[src/rtl/sync_vg_if.sv]
// -----------------------------------------------------------------------------
// sync_vg_if
//
// Video timing bus produced by sync_vg and consumed by the pattern/plot
// generator on the same pixel clock domain.
//
// Signals:
//   vs_out      vertical sync (asserted level set by the generator's VS_POL)
//   hs_out      horizontal sync (asserted level set by the generator's HS_POL)
//   de_out      data enable, high inside the active window
//   act_x       active pixel column, valid while de_out is high, else 0
//   act_y       active line, valid while de_out is high, else 0
//   frame_start one-cycle pulse on the first output cycle of each frame
//   frame_cnt   frame counter (all zero unless the counter is built in)
//
// Modports:
//   master  timing generator side (drives everything)
//   slave   downstream consumer side (samples everything)
//
// There is no handshake on this bus: the generator is free running and the
// consumer must take every beat. de_out, act_x and act_y are registered
// together, so a consumer samples all three on the same edge.
// -----------------------------------------------------------------------------
interface sync_vg_if #(
    parameter int X_BITS = 13,
    parameter int Y_BITS = 13
);
    logic              vs_out;
    logic              hs_out;
    logic              de_out;
    logic [X_BITS-1:0] act_x;
    logic [Y_BITS-1:0] act_y;
    logic              frame_start;
    logic [15:0]       frame_cnt;

    modport master (
        output vs_out,
        output hs_out,
        output de_out,
        output act_x,
        output act_y,
        output frame_start,
        output frame_cnt
    );

    modport slave (
        input vs_out,
        input hs_out,
        input de_out,
        input act_x,
        input act_y,
        input frame_start,
        input frame_cnt
    );
endinterface

[src/rtl/sync_vg.sv]
// -----------------------------------------------------------------------------
// sync_vg
//
// Free-running video timing generator. Horizontal and vertical counters walk
// sync, back porch, active and front porch on each axis; hs/vs/de and the
// active-region coordinates are derived from the counters and registered, so
// every output appears one cycle after the counter value it describes.
// Defaults give CEA 1280x720@60 at 74.25 MHz.
//
// Ports:
//   pix_clk  in   pixel clock, the only clock
//   rst      in   synchronous, active-high reset
//   vid      sync_vg_if.master  vs_out, hs_out, de_out, act_x, act_y,
//                               frame_start, frame_cnt
//
// Build option:
//   SYNC_VG_FRAME_CNT_EN  when defined, frame_cnt counts registered
//                         frame_start pulses (wrapping at 16 bits); when not
//                         defined frame_cnt is tied to zero and the counter is
//                         not built.
// -----------------------------------------------------------------------------
module sync_vg #(
    parameter int   X_BITS = 13,
    parameter int   Y_BITS = 13,
    parameter int   H_SYNC = 40,
    parameter int   H_BP   = 220,
    parameter int   H_ACT  = 1280,
    parameter int   H_FP   = 110,
    parameter int   V_SYNC = 5,
    parameter int   V_BP   = 20,
    parameter int   V_ACT  = 720,
    parameter int   V_FP   = 5,
    parameter logic HS_POL = 1'b1,
    parameter logic VS_POL = 1'b1
) (
    input  logic       pix_clk,
    input  logic       rst,
    sync_vg_if.master  vid
);

    localparam int H_TOTAL = H_SYNC + H_BP + H_ACT + H_FP;
    localparam int V_TOTAL = V_SYNC + V_BP + V_ACT + V_FP;

    // Thresholds expressed as inclusive "last" values in counter width, so an
    // empty front porch never needs a value equal to 2**X_BITS.
    localparam logic [X_BITS-1:0] H_LAST      = X_BITS'(H_TOTAL - 1);
    localparam logic [X_BITS-1:0] H_SYNC_LAST = X_BITS'(H_SYNC - 1);
    localparam logic [X_BITS-1:0] H_ACT_FIRST = X_BITS'(H_SYNC + H_BP);
    localparam logic [X_BITS-1:0] H_ACT_LAST  = X_BITS'(H_SYNC + H_BP + H_ACT - 1);

    localparam logic [Y_BITS-1:0] V_LAST      = Y_BITS'(V_TOTAL - 1);
    localparam logic [Y_BITS-1:0] V_SYNC_LAST = Y_BITS'(V_SYNC - 1);
    localparam logic [Y_BITS-1:0] V_ACT_FIRST = Y_BITS'(V_SYNC + V_BP);
    localparam logic [Y_BITS-1:0] V_ACT_LAST  = Y_BITS'(V_SYNC + V_BP + V_ACT - 1);

    // Elaboration-time parameter sanity checks.
    if (H_TOTAL > (1 << X_BITS)) begin : g_chk_h_total
        $error("sync_vg: H_TOTAL=%0d does not fit in X_BITS=%0d", H_TOTAL, X_BITS);
    end
    if (V_TOTAL > (1 << Y_BITS)) begin : g_chk_v_total
        $error("sync_vg: V_TOTAL=%0d does not fit in Y_BITS=%0d", V_TOTAL, Y_BITS);
    end
    if (H_SYNC < 1 || H_ACT < 1 || V_SYNC < 1 || V_ACT < 1) begin : g_chk_seg
        $error("sync_vg: sync and active segments must be at least one long");
    end

    // Counters
    logic [X_BITS-1:0] h_cnt_q, h_cnt_d;
    logic [Y_BITS-1:0] v_cnt_q, v_cnt_d;

    // Registered outputs
    logic              hs_q, hs_d;
    logic              vs_q, vs_d;
    logic              de_q, de_d;
    logic [X_BITS-1:0] act_x_q, act_x_d;
    logic [Y_BITS-1:0] act_y_q, act_y_d;
    logic              frame_start_q, frame_start_d;

    logic h_last;
    logic v_last;
    logic h_in_act;
    logic v_in_act;

    always_comb begin
        h_last   = (h_cnt_q == H_LAST);
        v_last   = (v_cnt_q == V_LAST);

        h_cnt_d  = h_last ? '0 : h_cnt_q + 1'b1;
        v_cnt_d  = v_cnt_q;
        if (h_last) begin
            // Line and frame wrap together on the last pixel of the frame.
            v_cnt_d = v_last ? '0 : v_cnt_q + 1'b1;
        end

        h_in_act = (h_cnt_q >= H_ACT_FIRST) && (h_cnt_q <= H_ACT_LAST);
        v_in_act = (v_cnt_q >= V_ACT_FIRST) && (v_cnt_q <= V_ACT_LAST);

        // vs depends only on v_cnt, so its edges land on h_cnt == 0.
        hs_d          = (h_cnt_q <= H_SYNC_LAST) ? HS_POL : ~HS_POL;
        vs_d          = (v_cnt_q <= V_SYNC_LAST) ? VS_POL : ~VS_POL;
        de_d          = h_in_act && v_in_act;
        // Subtraction only used while de_d is high, so it never underflows.
        act_x_d       = de_d ? (h_cnt_q - H_ACT_FIRST) : '0;
        act_y_d       = de_d ? (v_cnt_q - V_ACT_FIRST) : '0;
        frame_start_d = (h_cnt_q == '0) && (v_cnt_q == '0);
    end

    always_ff @(posedge pix_clk) begin
        if (rst) begin
            h_cnt_q       <= '0;
            v_cnt_q       <= '0;
            hs_q          <= ~HS_POL;
            vs_q          <= ~VS_POL;
            de_q          <= 1'b0;
            act_x_q       <= '0;
            act_y_q       <= '0;
            frame_start_q <= 1'b0;
        end else begin
            h_cnt_q       <= h_cnt_d;
            v_cnt_q       <= v_cnt_d;
            hs_q          <= hs_d;
            vs_q          <= vs_d;
            de_q          <= de_d;
            act_x_q       <= act_x_d;
            act_y_q       <= act_y_d;
            frame_start_q <= frame_start_d;
        end
    end

`ifdef SYNC_VG_FRAME_CNT_EN
    // Counts registered frame_start pulses, so the first frame after reset
    // reads 1 from the cycle after its pulse.
    logic [15:0] frame_cnt_q, frame_cnt_d;

    always_comb begin
        frame_cnt_d = frame_cnt_q;
        if (frame_start_q) begin
            frame_cnt_d = frame_cnt_q + 16'd1;
        end
    end

    always_ff @(posedge pix_clk) begin
        if (rst) begin
            frame_cnt_q <= 16'h0000;
        end else begin
            frame_cnt_q <= frame_cnt_d;
        end
    end

    assign vid.frame_cnt = frame_cnt_q;
`else
    assign vid.frame_cnt = 16'h0000;
`endif

    assign vid.hs_out      = hs_q;
    assign vid.vs_out      = vs_q;
    assign vid.de_out      = de_q;
    assign vid.act_x       = act_x_q;
    assign vid.act_y       = act_y_q;
    assign vid.frame_start = frame_start_q;

endmodule

[src/flat_wrapper.sv]
// flat-port wrapper written by rule: the top's interface ports become plain ports
module sync_vg_flat 
#(
    parameter int   X_BITS = 13,
    parameter int   Y_BITS = 13,
    parameter int   H_SYNC = 40,
    parameter int   H_BP   = 220,
    parameter int   H_ACT  = 1280,
    parameter int   H_FP   = 110,
    parameter int   V_SYNC = 5,
    parameter int   V_BP   = 20,
    parameter int   V_ACT  = 720,
    parameter int   V_FP   = 5,
    parameter logic HS_POL = 1'b1,
    parameter logic VS_POL = 1'b1
)
  (pix_clk, rst, vid_vs_out, vid_hs_out, vid_de_out, vid_act_x, vid_act_y, vid_frame_start, vid_frame_cnt);
  sync_vg_if #(.X_BITS(X_BITS), .Y_BITS(Y_BITS)) vid_i ();
  input  logic pix_clk;
  input  logic rst;
  output wire logic [$bits(vid_i.vs_out)-1:0] vid_vs_out;
  output wire logic [$bits(vid_i.hs_out)-1:0] vid_hs_out;
  output wire logic [$bits(vid_i.de_out)-1:0] vid_de_out;
  output wire logic [$bits(vid_i.act_x)-1:0] vid_act_x;
  output wire logic [$bits(vid_i.act_y)-1:0] vid_act_y;
  output wire logic [$bits(vid_i.frame_start)-1:0] vid_frame_start;
  output wire logic [$bits(vid_i.frame_cnt)-1:0] vid_frame_cnt;
  assign vid_vs_out = vid_i.vs_out;
  assign vid_hs_out = vid_i.hs_out;
  assign vid_de_out = vid_i.de_out;
  assign vid_act_x = vid_i.act_x;
  assign vid_act_y = vid_i.act_y;
  assign vid_frame_start = vid_i.frame_start;
  assign vid_frame_cnt = vid_i.frame_cnt;
  sync_vg #(.X_BITS(X_BITS), .Y_BITS(Y_BITS), .H_SYNC(H_SYNC), .H_BP(H_BP), .H_ACT(H_ACT), .H_FP(H_FP), .V_SYNC(V_SYNC), .V_BP(V_BP), .V_ACT(V_ACT), .V_FP(V_FP), .HS_POL(HS_POL), .VS_POL(VS_POL)) u_core (.pix_clk(pix_clk), .rst(rst), .vid(vid_i));
endmodule
[config.mk]
export PLATFORM = sky130hd
export DESIGN_NAME = sync_vg_flat
export DESIGN_NICKNAME = d
export VERILOG_FILES = /design/src/rtl/sync_vg_if.sv /design/src/rtl/sync_vg.sv /design/src/flat_wrapper.sv
export SDC_FILE = /design/constraint.sdc
export NUM_CORES = 1
export LEC_CHECK = 0
export ABC_CLOCK_PERIOD_IN_PS = 4200
export BUFFER_PORTS_ARGS = -buffer_cell sky130_fd_sc_hd__buf_2
export CAP_MARGIN = 20
export CORE_MARGIN = 4
export CORE_UTILIZATION = 34
export CTS_BUF_LIST = sky130_fd_sc_hd__clkbuf_16
export CTS_CLUSTER_SIZE = 28
export DETAILED_ROUTE_END_ITERATION = 10
export GPL_TIMING_DRIVEN = 0
export PLACE_DENSITY = 0.5
export SETUP_SLACK_MARGIN = 0.3
export SYNTH_ARGS = -nofsm -noshare
export SYNTH_HDL_FRONTEND = slang
export SYNTH_SLANG_ARGS = --single-unit
[constraint.sdc]
create_clock -name pix_clk -period 4.2 [get_ports pix_clk]
set_clock_uncertainty 0.2 [all_clocks]
set_input_delay 0.21 -clock pix_clk [delete_from_list [all_inputs] [get_ports pix_clk]]
set_output_delay 0.21 -clock pix_clk [all_outputs]
set_load 0.01 [all_outputs]
=== After elaboration in Yosys (flattened, before gate mapping) ===
Index checks and enable logic that the tools add are counted.

* Register bits: 56
* Input port bits: 2
* Output and inout port bits: 46
* Word-level logic and storage cells: 32

* $add $sub $neg: 4
* Order comparisons: 6
* Eq/ne operators: 2
* Mux-type cells: 3
* Bitwise gates (word level): 1
* Reductions and logical operators: 8

{| class="wikitable"
|+ Operator list
! cell !! number
|-
| 13-bit by 1-bit adder with 13-bit output, second input constant || 2
|-
| 13-bit zero test || 2
|-
| 13-bit by 10-bit equality test with 1-bit output, second input constant || 1
|-
| 13-bit by 11-bit equality test with 1-bit output, second input constant || 1
|-
| 13-bit by 5-bit greater-or-equal comparator with 1-bit output, second input constant || 1
|-
| 13-bit by 9-bit greater-or-equal comparator with 1-bit output, second input constant || 1
|-
| 13-bit by 10-bit less-or-equal comparator with 1-bit output, second input constant || 1
|-
| 13-bit by 11-bit less-or-equal comparator with 1-bit output, second input constant || 1
|-
| 13-bit by 3-bit less-or-equal comparator with 1-bit output, second input constant || 1
|-
| 13-bit by 6-bit less-or-equal comparator with 1-bit output, second input constant || 1
|-
| 13-bit 2-to-1 mux || 1
|-
| 13-bit by 5-bit subtractor with 13-bit output, second input constant || 1
|-
| 13-bit by 9-bit subtractor with 13-bit output, second input constant || 1
|-
| 1-bit logical AND || 4
|-
| 2-bit OR reduction || 2
|-
| 1-bit 2-to-1 mux || 2
|-
| 1-bit NOT || 1
|}

=== Longest topological paths before layout ===
* Depth in word-level cells: 5
* Gate-level depth with buffers: 9
* Mapped depth without buffers: 6

=== Worst setup path after synthesis ===
No wires, ideal clock.

* Kind: reg-to-reg
* Start point: register u_core.h_cnt_q[2]
* End point: register u_core.v_cnt_q[1]
* Setup time: 0.114 ns
* Arrival: 1.805 ns
* Data required time: 3.886 ns
* Path slack: 2.080 ns
* Stages on the path, launching flop included: 10
* Buffers on the path: 3
* Period minus slack after synthesis: 2.120 ns
* Cell sequence: dfxtp_1 > clkbuf_1 > inv_1 > ha_1 > and3_1 > nand4_2 > buf_2 > buf_2 > mux2i_1 > nor2_1

* Cells in the longest elaborated chain, start to end: 1

{| class="wikitable"
|+ RTL lines
! element !! RTL line !! RTL
|-
| from (decl) || sync_vg.sv:68 || <nowiki>logic [X_BITS-1:0] h_cnt_q, h_cnt_d;</nowiki>
|-
| from (signal assigned) || sync_vg.sv:119 || <nowiki>h_cnt_q <= h_cnt_d;</nowiki>
|-
| 13-bit by 11-bit equality test with 1-bit output || sync_vg.sv:85 || <nowiki>h_last = (h_cnt_q == H_LAST);</nowiki>
|-
| to (signal assigned) || sync_vg.sv:120 || <nowiki>v_cnt_q <= v_cnt_d;</nowiki>
|-
| to (decl) || sync_vg.sv:69 || <nowiki>logic [Y_BITS-1:0] v_cnt_q, v_cnt_d;</nowiki>
|}

No other way between the ends.
A chain may end at the register's enable or synchronous reset.

=== Worst setup path after layout ===
Ends and elaborated chain as after synthesis.

==> flow_metrics.tcl <==
set metrics [dict create \
    p_sw_frac 0.213 \
    critPathCapture "u_core.v_cnt_q[1]" \
    cts.sinks 56 \
    switchingPower_uw 209 \
    synth_flop_cell "dfxtp_1" \
    drc 0 \
    antenna_found_initial 0 \
    cp.required_ns 4.18 \
    p_int_uw 772 \
    critical_path.slowest_cell "dfxtp_1" \
    crit_arrival_ns 2.51 \
    area_growth_pct 15.7 \
    finalSetupViolCount 0 \
    worst_pin_slew_ns 0.677 \
    r2r_cells 9 \
    critical_path_buf_inv_count 4 \
    worstReg2RegEnd "u_core.v_cnt_q[1]" \
    seq_power_share 0.550 \
    status "complete, no violations" \
    grt_util_met3 0.0236 \
    synthesis.area_um2 3120 \
    fp.dieW_um 104 \
    max_freq_mhz 395 \
    clkTransAtPathRegs_ns 0.07 \
    cp_common_cell "buf_2" \
    port_buffers 31 \
    coreArea_um2 8850 \
    ant_nets 0 \
    viasPerCell 4.88 \
    postCtsSetupBuffers 0 \
    yosysUniqueCellTypes 51 \
    ctsRootBufferMaster "clkbuf_16" \
    report.final.slew_viol_count 0 \
    hold_path_class "reg -> reg" \
    synth_edf_count 0 \
    clock_path_buffers 2 \
    async_reset_ff_frac 0 \
    timing_worst_setup_path_type "reg -> reg" \
    grt_pass1_vias 2388 \
    grt.total_usage 0.131 \
    tns_ns 0 \
    powerDensity_nw_per_um2 271 \
    maxSlewHeadroom 0.549 \
    ys_seq_area_frac 0.359 \
    timing.rr.start "u_core.h_cnt_q[2]" \
    crit_fanout 10 \
    hpwl_mm 5.04 \
    p_leak_uw 0.00156 \
    synth_warnings 0 \
    cpPeakStageDelay_ns 0.36 \
    row_count 34 \
    drive_gt1_frac 0.275 \
    drv_cap 0 \
    dieArea_um2 10800 \
    layout.nets 397 \
    routed_wl_mm 6.80 \
    grt_overflow 0 \
    avgSynthCellArea_um2 9.44 \
    ir_drop_mv 0.161 \
    start_util 0.353 \
    grt_first_pass_wirelength_mm 12.0 \
    grtUsageMet2 0.198 \
    grt_use_met1 0.188 \
    diodes 0 \
    setup_slack_ns 1.67 \
    dpl_worst_slack_ns 1.67 \
    cp.depth 9 \
    path_cells "clkbuf_1 -> inv_1 -> ha_1 -> and3_1 -> nand4_2 -> buf_2 -> buf_2 -> mux2i_1 -> nor2_1" \
    cts_made_buffers 5 \
    end_kind "flop" \
    period_share 0.602 \
    grt_setup_unrepaired "false" \
    crit_family "buffers and inverters" \
    route.vias.total 2404 \
    ys_seq_elements 56 \
    first_pass_iters 4 \
    drt_iter0_markers 95 \
    cts_tree "yes" \
    final_common_cell "dfxtp_1" \
    mostFrequentLayoutCells "56 x dfxtp_1, 43 x buf_2, 24 x nor2_1" \
    busiest_layer "met2" \
    syn_inst 331 \
    hold_viol_final 0 \
    clk_latency_ns 0.28 \
    die_h_um 104 \
    critical_path.startpoint_type "flop" \
    reg2reg_slack_ns 1.67 \
    p_total_uw 981 \
    gp_congestion 0.781 \
    fill_cells 900 \
    dp_cells 485 \
    wl_per_cell_um 13.8 \
    grt_max_degree 16 \
    stdcell_count 493 \
    worstSetupStartpoint "u_core.h_cnt_q[2]" \
    combPwrFrac 0.056 \
    htree_levels 2 \
    io_pins 48 \
    period_minus_slack_ns 2.53 \
    final_core_util 0.408 \
    p_clk_frac 0.394 \
]
[cells by family (layout without fill, tap and decap cells)]
logic type / after synthesis / count (layout) / synth area share
DFF: 56 / 56 / 0.359
muxes: 2 / 2 / 0.00681
and+or+nand+nor: 130 / 130 / 0.290
buffers and inverters: 60 / 99 / 0.125
AOI/OAI and AO/OA: 43 / 43 / 0.0966
adders and majority gates: 10 / 10 / 0.0401
other: 1 / 16 / 0.00120
xor gates and xnor gates: 29 / 29 / 0.0813
[cell usage after synthesis, types with 2 or more instances]
cell,instances,area share
ha_1,10,0.040
xor2_1,10,0.028
and3_1,6,0.012
nand3_1,8,0.013
o311a_1,2,0.0064
clkbuf_1,7,0.0084
and2_1,3,0.0060
buf_6,6,0.022
nor3_2,3,0.0096
a41oi_1,2,0.0056
nand4_1,11,0.022
nor4_2,20,0.080
o31ai_1,7,0.017
a31oi_1,2,0.0040
inv_1,14,0.017
buf_2,12,0.019
and4_1,3,0.0084
o21ai_0,7,0.011
nand2_1,15,0.018
or3_1,5,0.010
nor2_1,24,0.029
nor4_1,9,0.018
buf_12,2,0.013
xnor2_1,19,0.053
dfxtp_1,56,0.36
buf_4,19,0.046
nor4b_1,2,0.0056
or4_1,8,0.019
nor3_1,4,0.0064
a21oi_1,14,0.022
[cell type report]
cell class                      count  area [um^2]  share of cell area
Buffer                             46          337              0.0932
Timing Repair Buffer               32          165              0.0457
Clock buffer                        5          125              0.0346
Multi-Input combinational cell    230         1670               0.462
Inverter                           14         52.6              0.0145
Clock inverter                      2         7.51             0.00208
Tap cell                          108          135              0.0374
Sequential cell                    56         1120               0.310
[routing by layer]
metal | wire length (um) | share of wire | up-vias
met5 | 0 | 0 | -
met2 | 2960 | 0.44 | 55
met1 | 3500 | 0.51 | 1091
met4 | 75 | 0.011 | 0
li1 | - | - | 1254
met3 | 259 | 0.038 | 4
[metrics by stage]
step | area [um^2] | hold slack, ns
floorplan | 3180 | 0.0824
global placement | 3470 | 0.299
detailed placement | 3470 | 0.297
CTS | 3610 | 0.348
global route | 3610 | 0.372
finish | 3610 | 0.335
[state kept, by name, summed over array words and instances, names as in the netlist]
| name | count |
|---|---|
| u_core.vid.act_y | 13 |
| u_core.v_cnt_q | 13 |
| u_core.vid.act_x | 13 |
| u_core.vid.vs_out | 1 |
| u_core.vid.hs_out | 1 |
| u_core.h_cnt_q | 13 |
| u_core.vid.frame_start | 1 |
| u_core.vid.de_out | 1 |
[power by group through the flow]
stage | Combinational [uW] | Sequential, uW | Clock [uW]
after global routing | 62.4 | 540 | 419
after CTS | 54.9 | 539 | 403
final | 54.9 | 539 | 387
after detailed placement | 54.1 | 551 | 0
after floorplan | 41.7 | 551 | 0
after global placement | 54.2 | 551 | 0
[how the worst min path moves through the flow]
| stage | from | endpoint | slack (ns) | cells past startpoint |
|---|---|---|---|---|
| global route | u_core.v_cnt_q[11] | u_core.v_cnt_q[11] | 0.37 | 2 |
| detailed placement | rst | u_core.v_cnt_q[1] | 0.30 | 2 |
| finish | u_core.h_cnt_q[0] | u_core.h_cnt_q[0] | 0.33 | 1 |
| CTS | u_core.h_cnt_q[0] | u_core.h_cnt_q[0] | 0.35 | 1 |
| global placement | rst | u_core.v_cnt_q[1] | 0.30 | 2 |
| floorplan | rst | u_core.v_cnt_q[1] | 0.08 | 1 |
[timing repair]
| item | in CTS | in global routing |
|---|---|---|
| resized for setup | 0 | 0 |
| hold endpoints to repair | 1 | 0 |
| hold buffers | 1 | 0 |
No activity file was read; power rests on OpenSTA's default activity.
